## src/rtl/axi_lite_master_ctrl_if.sv

```systemverilog
// rtl/axi_lite_master_ctrl_if.sv - AXI4-Lite bus bundle between the command master and a register slave
interface axi_lite_master_ctrl_if #(
    parameter int ADDR_W = 10,
    parameter int DATA_W = 32
);
    logic [ADDR_W-1:0]   awaddr;
    logic                awvalid;
    logic                awready;
    logic [DATA_W-1:0]   wdata;
    logic [DATA_W/8-1:0] wstrb;
    logic                wvalid;
    logic                wready;
    logic [1:0]          bresp;
    logic                bvalid;
    logic                bready;
    logic [ADDR_W-1:0]   araddr;
    logic                arvalid;
    logic                arready;
    logic [DATA_W-1:0]   rdata;
    logic [1:0]          rresp;
    logic                rvalid;
    logic                rready;

    modport master (
        output awaddr, awvalid, input awready,
        output wdata, wstrb, wvalid, input wready,
        input  bresp, bvalid, output bready,
        output araddr, arvalid, input arready,
        input  rdata, rresp, rvalid, output rready
    );

    modport slave (
        input  awaddr, awvalid, output awready,
        input  wdata, wstrb, wvalid, output wready,
        output bresp, bvalid, input bready,
        input  araddr, arvalid, output arready,
        output rdata, rresp, rvalid, input rready
    );
endinterface

```

## src/rtl/axi_lite_master_ctrl.sv

```systemverilog
// rtl/axi_lite_master_ctrl.sv - single-beat AXI4-Lite master with independent AW/W and response timeout
module axi_lite_master_ctrl #(
    parameter int ADDR_W = 10,
    parameter int DATA_W = 32,
    parameter int TO_W   = 8
) (
    input  logic                   clk,
    input  logic                   rst,
    input  logic                   cmd_valid,
    output logic                   cmd_ready,
    input  logic                   cmd_write,
    input  logic [ADDR_W-1:0]      cmd_addr,
    input  logic [DATA_W-1:0]      cmd_wdata,
    input  logic [DATA_W/8-1:0]    cmd_wstrb,
    output logic                   done,
    output logic [DATA_W-1:0]      done_rdata,
    output logic [1:0]             done_resp,
    output logic                   done_timeout,
    axi_lite_master_ctrl_if.master m_axi_lite
);

    // Timeout fires when the counter would reach 2^TO_W-1, i.e. after that many
    // response-phase cycles without bvalid/rvalid. TO_W must be at least 2.
    localparam logic [TO_W-1:0] TO_LAST = TO_W'((2 ** TO_W) - 2);
    localparam logic [TO_W-1:0] TO_ONE  = TO_W'(1);

    typedef enum logic [5:0] {
        S_IDLE    = 6'b000001,
        S_WR_REQ  = 6'b000010,
        S_WR_RESP = 6'b000100,
        S_RD_ADDR = 6'b001000,
        S_RD_DATA = 6'b010000,
        S_DONE    = 6'b100000
    } state_t;

    state_t                state;
    logic [TO_W-1:0]       to_cnt;
    logic [ADDR_W-1:0]     addr_q;
    logic [DATA_W-1:0]     wdata_q;
    logic [DATA_W/8-1:0]   wstrb_q;
    logic                  awvalid_q;
    logic                  wvalid_q;
    logic                  bready_q;
    logic                  arvalid_q;
    logic                  rready_q;
    logic                  aw_clear;
    logic                  w_clear;

    assign m_axi_lite.awaddr  = addr_q;
    assign m_axi_lite.araddr  = addr_q;
    assign m_axi_lite.wdata   = wdata_q;
    assign m_axi_lite.wstrb   = wstrb_q;
    assign m_axi_lite.awvalid = awvalid_q;
    assign m_axi_lite.wvalid  = wvalid_q;
    assign m_axi_lite.bready  = bready_q;
    assign m_axi_lite.arvalid = arvalid_q;
    assign m_axi_lite.rready  = rready_q;

    // A channel counts as finished once its valid has already dropped or it handshakes now.
    assign aw_clear = !awvalid_q || m_axi_lite.awready;
    assign w_clear  = !wvalid_q  || m_axi_lite.wready;

    // Transaction sequencer; every bus and status output is a register written here.
    always_ff @(posedge clk) begin
        if (rst) begin
            state        <= S_IDLE;
            cmd_ready    <= 1'b0;
            to_cnt       <= '0;
            addr_q       <= '0;
            wdata_q      <= '0;
            wstrb_q      <= '0;
            awvalid_q    <= 1'b0;
            wvalid_q     <= 1'b0;
            bready_q     <= 1'b0;
            arvalid_q    <= 1'b0;
            rready_q     <= 1'b0;
            done         <= 1'b0;
            done_rdata   <= '0;
            done_resp    <= 2'b00;
            done_timeout <= 1'b0;
        end else begin
            done <= 1'b0;
            case (state)
                S_IDLE: begin
                    cmd_ready <= 1'b1;
                    if (cmd_valid && cmd_ready) begin
                        cmd_ready <= 1'b0;
                        addr_q    <= cmd_addr;
                        wdata_q   <= cmd_wdata;
                        wstrb_q   <= cmd_wstrb;
                        if (cmd_write) begin
                            awvalid_q <= 1'b1;
                            wvalid_q  <= 1'b1;
                            state     <= S_WR_REQ;
                        end else begin
                            arvalid_q <= 1'b1;
                            state     <= S_RD_ADDR;
                        end
                    end
                end
                S_WR_REQ: begin
                    if (awvalid_q && m_axi_lite.awready) awvalid_q <= 1'b0;
                    if (wvalid_q && m_axi_lite.wready)   wvalid_q  <= 1'b0;
                    if (aw_clear && w_clear) begin
                        bready_q <= 1'b1;
                        to_cnt   <= '0;
                        state    <= S_WR_RESP;
                    end
                end
                S_WR_RESP: begin
                    if (m_axi_lite.bvalid) begin
                        bready_q     <= 1'b0;
                        done_resp    <= m_axi_lite.bresp;
                        done_timeout <= 1'b0;
                        done         <= 1'b1;
                        state        <= S_DONE;
                    end else if (to_cnt == TO_LAST) begin
                        bready_q     <= 1'b0;
                        done_resp    <= 2'b10;
                        done_timeout <= 1'b1;
                        done         <= 1'b1;
                        state        <= S_DONE;
                    end else begin
                        to_cnt <= to_cnt + TO_ONE;
                    end
                end
                S_RD_ADDR: begin
                    if (m_axi_lite.arready) begin
                        arvalid_q <= 1'b0;
                        rready_q  <= 1'b1;
                        to_cnt    <= '0;
                        state     <= S_RD_DATA;
                    end
                end
                S_RD_DATA: begin
                    if (m_axi_lite.rvalid) begin
                        rready_q     <= 1'b0;
                        done_rdata   <= m_axi_lite.rdata;
                        done_resp    <= m_axi_lite.rresp;
                        done_timeout <= 1'b0;
                        done         <= 1'b1;
                        state        <= S_DONE;
                    end else if (to_cnt == TO_LAST) begin
                        rready_q     <= 1'b0;
                        done_resp    <= 2'b10;
                        done_timeout <= 1'b1;
                        done         <= 1'b1;
                        state        <= S_DONE;
                    end else begin
                        to_cnt <= to_cnt + TO_ONE;
                    end
                end
                S_DONE: begin
                    cmd_ready <= 1'b1;
                    state     <= S_IDLE;
                end
                default: begin
                    cmd_ready <= 1'b0;
                    awvalid_q <= 1'b0;
                    wvalid_q  <= 1'b0;
                    bready_q  <= 1'b0;
                    arvalid_q <= 1'b0;
                    rready_q  <= 1'b0;
                    state     <= S_IDLE;
                end
            endcase
        end
    end

endmodule

```

## src/flat_wrapper.sv

```systemverilog
// flat-port wrapper written by rule: the top's interface ports become plain ports
module axi_lite_master_ctrl_flat 
#(
    parameter int ADDR_W = 10,
    parameter int DATA_W = 32,
    parameter int TO_W   = 8
)
  (clk, rst, cmd_valid, cmd_ready, cmd_write, cmd_addr, cmd_wdata, cmd_wstrb, done, done_rdata, done_resp, done_timeout, m_axi_lite_awaddr, m_axi_lite_awvalid, m_axi_lite_awready, m_axi_lite_wdata, m_axi_lite_wstrb, m_axi_lite_wvalid, m_axi_lite_wready, m_axi_lite_bresp, m_axi_lite_bvalid, m_axi_lite_bready, m_axi_lite_araddr, m_axi_lite_arvalid, m_axi_lite_arready, m_axi_lite_rdata, m_axi_lite_rresp, m_axi_lite_rvalid, m_axi_lite_rready);
  axi_lite_master_ctrl_if #(.ADDR_W(ADDR_W), .DATA_W(DATA_W)) m_axi_lite_i ();
  input  logic clk;
  input  logic rst;
  input  logic cmd_valid;
  output logic cmd_ready;
  input  logic cmd_write;
  input  logic [ADDR_W-1:0] cmd_addr;
  input  logic [DATA_W-1:0] cmd_wdata;
  input  logic [DATA_W/8-1:0] cmd_wstrb;
  output logic done;
  output logic [DATA_W-1:0] done_rdata;
  output logic [1:0] done_resp;
  output logic done_timeout;
  output wire logic [$bits(m_axi_lite_i.awaddr)-1:0] m_axi_lite_awaddr;
  output wire logic [$bits(m_axi_lite_i.awvalid)-1:0] m_axi_lite_awvalid;
  input wire logic [$bits(m_axi_lite_i.awready)-1:0] m_axi_lite_awready;
  output wire logic [$bits(m_axi_lite_i.wdata)-1:0] m_axi_lite_wdata;
  output wire logic [$bits(m_axi_lite_i.wstrb)-1:0] m_axi_lite_wstrb;
  output wire logic [$bits(m_axi_lite_i.wvalid)-1:0] m_axi_lite_wvalid;
  input wire logic [$bits(m_axi_lite_i.wready)-1:0] m_axi_lite_wready;
  input wire logic [$bits(m_axi_lite_i.bresp)-1:0] m_axi_lite_bresp;
  input wire logic [$bits(m_axi_lite_i.bvalid)-1:0] m_axi_lite_bvalid;
  output wire logic [$bits(m_axi_lite_i.bready)-1:0] m_axi_lite_bready;
  output wire logic [$bits(m_axi_lite_i.araddr)-1:0] m_axi_lite_araddr;
  output wire logic [$bits(m_axi_lite_i.arvalid)-1:0] m_axi_lite_arvalid;
  input wire logic [$bits(m_axi_lite_i.arready)-1:0] m_axi_lite_arready;
  input wire logic [$bits(m_axi_lite_i.rdata)-1:0] m_axi_lite_rdata;
  input wire logic [$bits(m_axi_lite_i.rresp)-1:0] m_axi_lite_rresp;
  input wire logic [$bits(m_axi_lite_i.rvalid)-1:0] m_axi_lite_rvalid;
  output wire logic [$bits(m_axi_lite_i.rready)-1:0] m_axi_lite_rready;
  assign m_axi_lite_awaddr = m_axi_lite_i.awaddr;
  assign m_axi_lite_awvalid = m_axi_lite_i.awvalid;
  assign m_axi_lite_i.awready = m_axi_lite_awready;
  assign m_axi_lite_wdata = m_axi_lite_i.wdata;
  assign m_axi_lite_wstrb = m_axi_lite_i.wstrb;
  assign m_axi_lite_wvalid = m_axi_lite_i.wvalid;
  assign m_axi_lite_i.wready = m_axi_lite_wready;
  assign m_axi_lite_i.bresp = m_axi_lite_bresp;
  assign m_axi_lite_i.bvalid = m_axi_lite_bvalid;
  assign m_axi_lite_bready = m_axi_lite_i.bready;
  assign m_axi_lite_araddr = m_axi_lite_i.araddr;
  assign m_axi_lite_arvalid = m_axi_lite_i.arvalid;
  assign m_axi_lite_i.arready = m_axi_lite_arready;
  assign m_axi_lite_i.rdata = m_axi_lite_rdata;
  assign m_axi_lite_i.rresp = m_axi_lite_rresp;
  assign m_axi_lite_i.rvalid = m_axi_lite_rvalid;
  assign m_axi_lite_rready = m_axi_lite_i.rready;
  axi_lite_master_ctrl #(.ADDR_W(ADDR_W), .DATA_W(DATA_W), .TO_W(TO_W)) u_core (.clk(clk), .rst(rst), .cmd_valid(cmd_valid), .cmd_ready(cmd_ready), .cmd_write(cmd_write), .cmd_addr(cmd_addr), .cmd_wdata(cmd_wdata), .cmd_wstrb(cmd_wstrb), .done(done), .done_rdata(done_rdata), .done_resp(done_resp), .done_timeout(done_timeout), .m_axi_lite(m_axi_lite_i));
endmodule
```

## config.mk

```make
export PLATFORM = sky130hd
export DESIGN_NAME = axi_lite_master_ctrl_flat
export DESIGN_NICKNAME = d
export VERILOG_FILES = /design/src/rtl/axi_lite_master_ctrl_if.sv /design/src/rtl/axi_lite_master_ctrl.sv /design/src/flat_wrapper.sv
export SDC_FILE = /design/constraint.sdc
export NUM_CORES = 1
export LEC_CHECK = 0
export CAP_MARGIN = 25
export CORE_UTILIZATION = 38
export DETAILED_ROUTE_END_ITERATION = 6
export PLACE_DENSITY = 0.77
export SETUP_SLACK_MARGIN = 0.3
export SLEW_MARGIN = 20
export SYNTH_ARGS = -nofsm -noshare
export SYNTH_HDL_FRONTEND = slang
export SYNTH_SLANG_ARGS = --single-unit
export TNS_END_PERCENT = 5
```

## constraint.sdc

```tcl
create_clock -name clk -period 2.1 [get_ports clk]
set_clock_uncertainty 0.2 [all_clocks]
set_input_delay 0.42 -clock clk [delete_from_list [all_inputs] [get_ports clk]]
set_output_delay 0.42 -clock clk [all_outputs]
set_load 0.01 [all_outputs]
```

==> PnR_summary.wiki <==
{| class="wikitable"
! Metric !! Value
|-
| Worst-path cell chain || buf_6 > or4_4 > or4_4 > a41oi_4 > nand3_2 > a21oi_2
|-
| Slew of the pin with the lowest slew margin || 0.484 ns
|-
| Post-DR wirelength/cell || 14.4 µm
|-
| Number of hold violations in the final report || 0
|-
| Cell type with the highest aggregate area in the netlist || sky130_fd_sc_hd__dfxtp_1
|-
| Most used standard cells in the synthesized netlist || sky130_fd_sc_hd__nand2_1, sky130_fd_sc_hd__dfxtp_1, sky130_fd_sc_hd__a21oi_1
|-
| Upper clock frequency limit || 441 MHz
|-
| Nature of the critical path endpoint || flop
|-
| Port bufs || 188
|-
| Placed wire-length estimate after detailed placement || 9050 µm
|-
| Clock net sink count || 102
|-
| Post-layout net count || 826
|-
| Class of the worst hold path || flop to flop
|-
| TritonCTS clock tree || done
|-
| Prevailing post-synth register cell || sky130_fd_sc_hd__dfxtp_1
|-
| Nets in the synthesized netlist || 615
|-
| Number of max-slew violations in the final report || 0
|-
| Synth top area share || 48.4%
|-
| Sequential group share of total power || 51.6%
|-
| Number of placed cells counting well taps || 859
|-
| Cell row count || 38
|-
| Unrepaired setup endpoints after global routing || yes
|-
| Finished Layout Cells || 878
|-
| Buffer cell driving the clock tree root || sky130_fd_sc_hd__clkbuf_8
|-
| Diodes inserted || 0
|-
| Combinational fraction of design power || 14.8%
|-
| Share of power burned in the clock network || 33.6%
|-
| Violation count after the first detailed-route iteration || 220
|-
| Largest cells by area after synthesis || sky130_fd_sc_hd__dfxtp_1, sky130_fd_sc_hd__nand2_1, sky130_fd_sc_hd__a21oi_1
|-
| Global router's overall resource usage || 21.5%
|-
| Global-route wire length before repair || 19,700 µm
|-
| Clock transition at the register clock pins on the worst setup and hold paths after CTS || 0.10 ns
|-
| CP arrival || 2.36 ns
|-
| Number of max-cap violations || 0
|-
| Drt pass-1 iters || 4
|-
| Number of H-tree levels || 3
|-
| Core area || 10,800 µm²
|-
| Antenna Nets Post-Route || 0
|-
| Violations in the final reports || negative setup slack
|-
| Switching Share || 25.7%
|-
| Number of antenna violations at the first check in global routing || 0
|-
| CTS hold repair buffers || 0
|-
| Flops & latches, synth || 102
|-
| Pre-CTS worst setup slack || -0.342 ns
|-
| Part of the cycle the worst path needs || 108%
|-
| Setup slack after layout || -0.167 ns
|-
| Share of synthesized registers carrying an async set or reset || 0%
|-
| CP required || 2.20 ns
|-
| Dominant cell by count in the synthesized netlist || sky130_fd_sc_hd__nand2_1
|-
| CP Class || flop to flop
|-
| Worst Path Max Fanout || 3
|-
| Final cell utilization of the core || 61.8%
|-
| Die ar. || 11,500 µm²
|-
| Static Leak || 2.87 nW
|-
| Number of global-route vias before repair || 4,194
|-
| Source-to-sink clock delay at the later pin of the worst-skew pair || 0.36 ns
|-
| Pint || 2.92 mW
|-
| Crit path max-delay cell type || sky130_fd_sc_hd__or4_4
|-
| Largest net degree at the start of global routing || 94
|-
| Count of pins on the block boundary || 189
|-
| DRT Wirelength || 12,700 µm
|-
| Run status || finished, violations left
|-
| Syn avg cell area || 8.08 µm²
|-
| Vias after detailed routing || 4,367
|-
| Relative slew margins || 67.7%
|-
| CTS Buffer Depth || 2
|-
| Ratio of cells with drive above 1 in the final layout || 14.8%
|-
| Maximum ir drop on the vdd rail || 317 µV
|-
| GR Overflow Total || 0
|-
| Total setup violations reported at the end of the flow || 59
|-
| Startpoint kind of the worst setup timing path || flop
|-
| Maximum single-stage delay on the critical path || 0.54 ns
|-
| Warnings from Yosys || 0
|-
| Netlist area before placement || 4220 µm²
|-
| Synthesized instance count || 522
|-
| Total power density per cell area || 588 nW/µm²
|-
| Clock period minus worst slack || 2.27 ns
|-
| P_sw || 1.01 mW
|-
| Number of CTS-inserted buffers || 9
|-
| Area Overhead vs Synth || 58.7%
|-
| EDFF count, synth || 0
|-
| Die width || 107 µm
|-
| Share of the yosys chip area belonging to registers || 48.4%
|-
| Yosys cell types || 53
|-
| Number of remaining DRC errors || 0
|-
| Die boundary height || 107 µm
|-
| Final weighted congestion of routability-driven global placement || 0.851
|-
| Most common cell type on the critical path || sky130_fd_sc_hd__or4_4
|-
| Average via count per standard cell || 4.97
|-
| Initial core utilization || 38.9%
|}
-- registers in the layout, indices dropped and copies added (netlist names), 2 cells and up --
register / flops
u_core.done_rdata: 32
u_core.done_resp: 2
u_core.m_axi_lite.araddr: 10
u_core.m_axi_lite.wdata: 32
u_core.m_axi_lite.wstrb: 4
u_core.state: 6
u_core.to_cnt: 8
-- per-stage QoR --
stage          TNS, ns  power (mW)  area, µm²  hold WS (ns)
6_report         -7.08        3.94       6700         0.255
3_5_place_dp    -13.24        2.67       6420         0.248
2_1_floorplan   -0.579        2.31       4240         0.234
5_1_grt         -11.18        4.11       6700         0.274
3_3_place_gp    -10.64        2.66       6420         0.241
4_1_cts          -5.54        3.96       6610         0.260
-- placed cells by master, fill, tap and decap left out, types with 4 or more instances in the layout --
master	count
sky130_fd_sc_hd__a211oi_1	5
sky130_fd_sc_hd__a21oi_1	90
sky130_fd_sc_hd__a21oi_2	5
sky130_fd_sc_hd__and3_1	4
sky130_fd_sc_hd__buf_4	45
sky130_fd_sc_hd__buf_6	4
sky130_fd_sc_hd__clkbuf_8	10
sky130_fd_sc_hd__clkdlybuf4s50_1	89
sky130_fd_sc_hd__dfxtp_1	98
sky130_fd_sc_hd__dfxtp_2	4
sky130_fd_sc_hd__dlygate4sd2_1	98
sky130_fd_sc_hd__inv_1	7
sky130_fd_sc_hd__nand2_1	172
sky130_fd_sc_hd__nand2b_1	4
sky130_fd_sc_hd__nand3_1	6
sky130_fd_sc_hd__nor2_1	11
sky130_fd_sc_hd__o21ai_0	7
sky130_fd_sc_hd__o21ai_1	4
sky130_fd_sc_hd__or4_4	4
-- power by group through the flow --
stage	Clock, mW	Combinational [mW]	Sequential, mW
6_report	1.32	0.583	2.03
5_1_grt	1.45	0.630	2.04
4_1_cts	1.37	0.563	2.03
3_5_place_dp	0	0.596	2.08
3_3_place_gp	0	0.588	2.07
2_1_floorplan	0	0.215	2.10
-- logic make-up (layout without fill, tap and decap cells) --
family	Yosys count	in the layout	share of synthesized area [%]
mux	1	1	0.237
buf+inv	50	266	7.06
compound gates	133	133	18.6
fa+ha+maj	2	2	0.593
flops	102	102	48.4
simple gates	232	232	24.7
xor+xnor	2	2	0.415
-- final timing paths --
check,start,to,slack (ns),cells after the start
setup / recovery,u_core.state[1]$_SDFFE_PP0P_,u_core.state[4]$_SDFFE_PP0P_,-0.17,6
hold / removal,u_core.m_axi_lite.wdata[4]$_SDFFE_PP0P_,u_core.m_axi_lite.wdata[4]$_SDFFE_PP0P_,0.25,2
setup reg to reg,u_core.state[1]$_SDFFE_PP0P_,u_core.state[4]$_SDFFE_PP0P_,-0.17,6
hold reg to reg,u_core.m_axi_lite.wdata[4]$_SDFFE_PP0P_,u_core.m_axi_lite.wdata[4]$_SDFFE_PP0P_,0.25,2
-- metal layers --
layer / vias to the layer above / part of all wire, % / track usage [%]
met1: 1995 / 40 / 24.8
li1: 2178 / - / -
met4: 0 / 2.2 / 9.00
met2: 170 / 49 / 37.1
met3: 24 / 8.3 / 6.17
met5: - / 0 / 0
-- worst max-delay path, delay by kind of cell, from the launching register on --
| kind | cells | cell delay [ns] |
|---|---|---|
| AOI/OAI and AO/OA | 2 | 0.36 |
| buffers and inverters | 1 | 0.12 |
| DFF | 1 | 0.36 |
| and+or+nand+nor | 3 | 1.16 |
-- area by class of cell --
class                   instances  area (µm²)
multi-input cells             370        2010
clock buffers                  10         138
fillers                       953        4140
inverters                       9        33.8
repair buffers                241        2220
flip-flops and latches        102        2050
well taps                     140         175
clock inverters                 6        76.3
-- what timing repair did --
| item | CTS | global route |
|---|---|---|
| pin swaps | 6 | 4 |
| gates cloned | 0 | 1 |
| buffers inserted | 1 | 1 |
| resized for setup | 116 | 19 |
| setup endpoints to repair | 193 | 95 |
Note: power is estimated with default switching activity, not from simulation.
==> RTL edit, RTL diff (config.mk and constraints unchanged) <==
`ADDR_W` is set to 10 in 3 places; all go to 11.
--- a/src/rtl/axi_lite_master_ctrl_if.sv
+++ b/src/rtl/axi_lite_master_ctrl_if.sv
@@ -2,3 +2,3 @@
 interface axi_lite_master_ctrl_if #(
-    parameter int ADDR_W = 10,
+    parameter int ADDR_W = 11,
     parameter int DATA_W = 32
--- a/src/rtl/axi_lite_master_ctrl.sv
+++ b/src/rtl/axi_lite_master_ctrl.sv
@@ -2,3 +2,3 @@
 module axi_lite_master_ctrl #(
-    parameter int ADDR_W = 10,
+    parameter int ADDR_W = 11,
     parameter int DATA_W = 32,
--- a/src/flat_wrapper.sv
+++ b/src/flat_wrapper.sv
@@ -3,3 +3,3 @@
 #(
-    parameter int ADDR_W = 10,
+    parameter int ADDR_W = 11,
     parameter int DATA_W = 32,
Interface: changed (resized cmd_addr, m_axi_lite_araddr and m_axi_lite_awaddr); port bits go from 189 to 192. The function was not compared with the original's and may differ.
==> RTL edit against the original RTL <==
  * Cell area up 5.2%
  * Total power decreased by 0.54%
  * Worst setup slack gained 0.24 ns
  * Routed wire length is 7.7% higher
  * First-iteration DRC count increased by 41%
  * Sequential cell count increased by 1
  * Synthesized cell count is 2.7% higher
  * Maximum frequency up 12%
  * Largest power group unchanged
  * Hold slack gained 0.00091 ns
  * Via count rose by 4.4%
  * Count of clock-buffer cells in the layout is the same
  * Synthesized area is 0.95% higher
==> RTL edit: results (changes against the original RTL) <==
[status]
status=complete, no violations  ; was finished, violations left

[yosys]
ys_seq_area_frac=0.484  ; about the same
synth_top_cells_by_count=nand2_1 (174), dfxtp_1 (103), a21oi_1 (93)  ; was nand2_1 (172), dfxtp_1 (102), a21oi_1 (95)
syn_nets=630  ; was 615
synthTopCellsByArea=dfxtp_1 (48%), nand2_1 (15%), a21oi_1 (11%), buf_4 (2.1%), clkbuf_1 (2.0%)  ; was dfxtp_1 (48%), nand2_1 (15%), a21oi_1 (11%), buf_4 (2.5%), buf_6 (1.9%)
postSynthCellCount=536  ; was 522

[worst_setup_path]
critPathMaxStageDelay_ns=0.49  ; was 0.54 ns
worstReg2RegEnd=u_core.m_axi_lite.rready  ; was u_core.state[4]
crit_arrival_ns=2.12  ; was 2.36 ns
r2r_slack_ns=0.08  ; was -0.17 ns
reg2reg_from=u_core.state[2]  ; was u_core.state[1]

[detailed_routing]
drt_iter0_drc=310  ; was 220
drt-wirelength-per-cell_um=15.3  ; was 14.4 um
vias_per_cell=5.14  ; was 4.97

[power]
intPower_w=0.00293  ; was 0.00292 W
p_leak_nw=2.54  ; was 2.87 nW
vdd_drop_max_mv=0.358  ; was 0.317 mV

[final_layout]
final_cells=888  ; was 878
drive_gt1_frac=0.155  ; was 0.148
nFillCells=906  ; was 953
layout.cells.most_common=clkdlybuf4s50_1  ; was nand2_1

[global_routing]
grt_use_total=0.232  ; was 0.215
grt_max_degree=91  ; was 94

[hold_path]
worstHoldStart=u_core.done_rdata[8]  ; was u_core.m_axi_lite.wdata[4]
hold_end=u_core.done_rdata[8]  ; was u_core.m_axi_lite.wdata[4]

[cts]
cts_resized=31  ; was 116
post_cts_buffers=9  ; was 1

[placement]
port_buffers=191  ; was 188
placed_cell_area_um2=6460  ; was 6420 um^2

[RTL edit: final cells by class]
| cell class | instances | area, um^2 | share of cell area |
|---|---|---|---|
| repair buffers | 243 | 2460 | 0.350 |
| multi-input cells | 378 | 2110 | 0.299 |
| flip-flops and latches | 103 | 2070 | 0.294 |
| well taps | 140 | 175 | 0.0249 |
| clock buffers | 10 | 128 | 0.0181 |
| clock inverters | 6 | 68.8 | 0.00977 |
| inverters | 8 | 30.0 | 0.00426 |
[RTL edit: power groups by stage]
stage	combinational, W	clock, W	sequential, W
2_1_floorplan	0.000200	0	0.00212
3_3_place_gp	0.000589	0	0.00209
3_5_place_dp	0.000600	0	0.00210
4_1_cts	0.000608	0.00130	0.00205
5_1_grt	0.000662	0.00137	0.00206
6_report	0.000614	0.00125	0.00205
[RTL edit: routing by layer]
layer,global-route usage,share of wire,up-vias
li1,-,-,2226
met1,0.268,0.41,2132
met2,0.421,0.50,185
met3,0.0387,0.062,18
met4,0.0959,0.021,0
met5,0,0,-
[RTL edit: cell families after synthesis]
| group | share of synthesized area |
|---|---|
| fa+ha+maj | 0.00587 |
| mux | 0.00470 |
| buf+inv | 0.0664 |
| compound gates | 0.180 |
| flops | 0.484 |
| xor+xnor | 0.00617 |
| simple gates | 0.253 |
[RTL edit: worst max path at each step]
| stage | startpoint | to | slack [ns] |
|---|---|---|---|
| after floorplan | u_core.state[1] | u_core.m_axi_lite.rready | 0.07 |
| after global placement | m_axi_lite_awready | u_core.to_cnt[1] | -0.19 |
| after detailed placement | m_axi_lite_awready | u_core.to_cnt[5] | -0.31 |
| after CTS | u_core.state[5] | u_core.m_axi_lite.rready | 0.09 |
| after global routing | u_core.state[5] | u_core.done_rdata[25] | -0.01 |
| final | m_axi_lite_awready | u_core.to_cnt[1] | 0.08 |
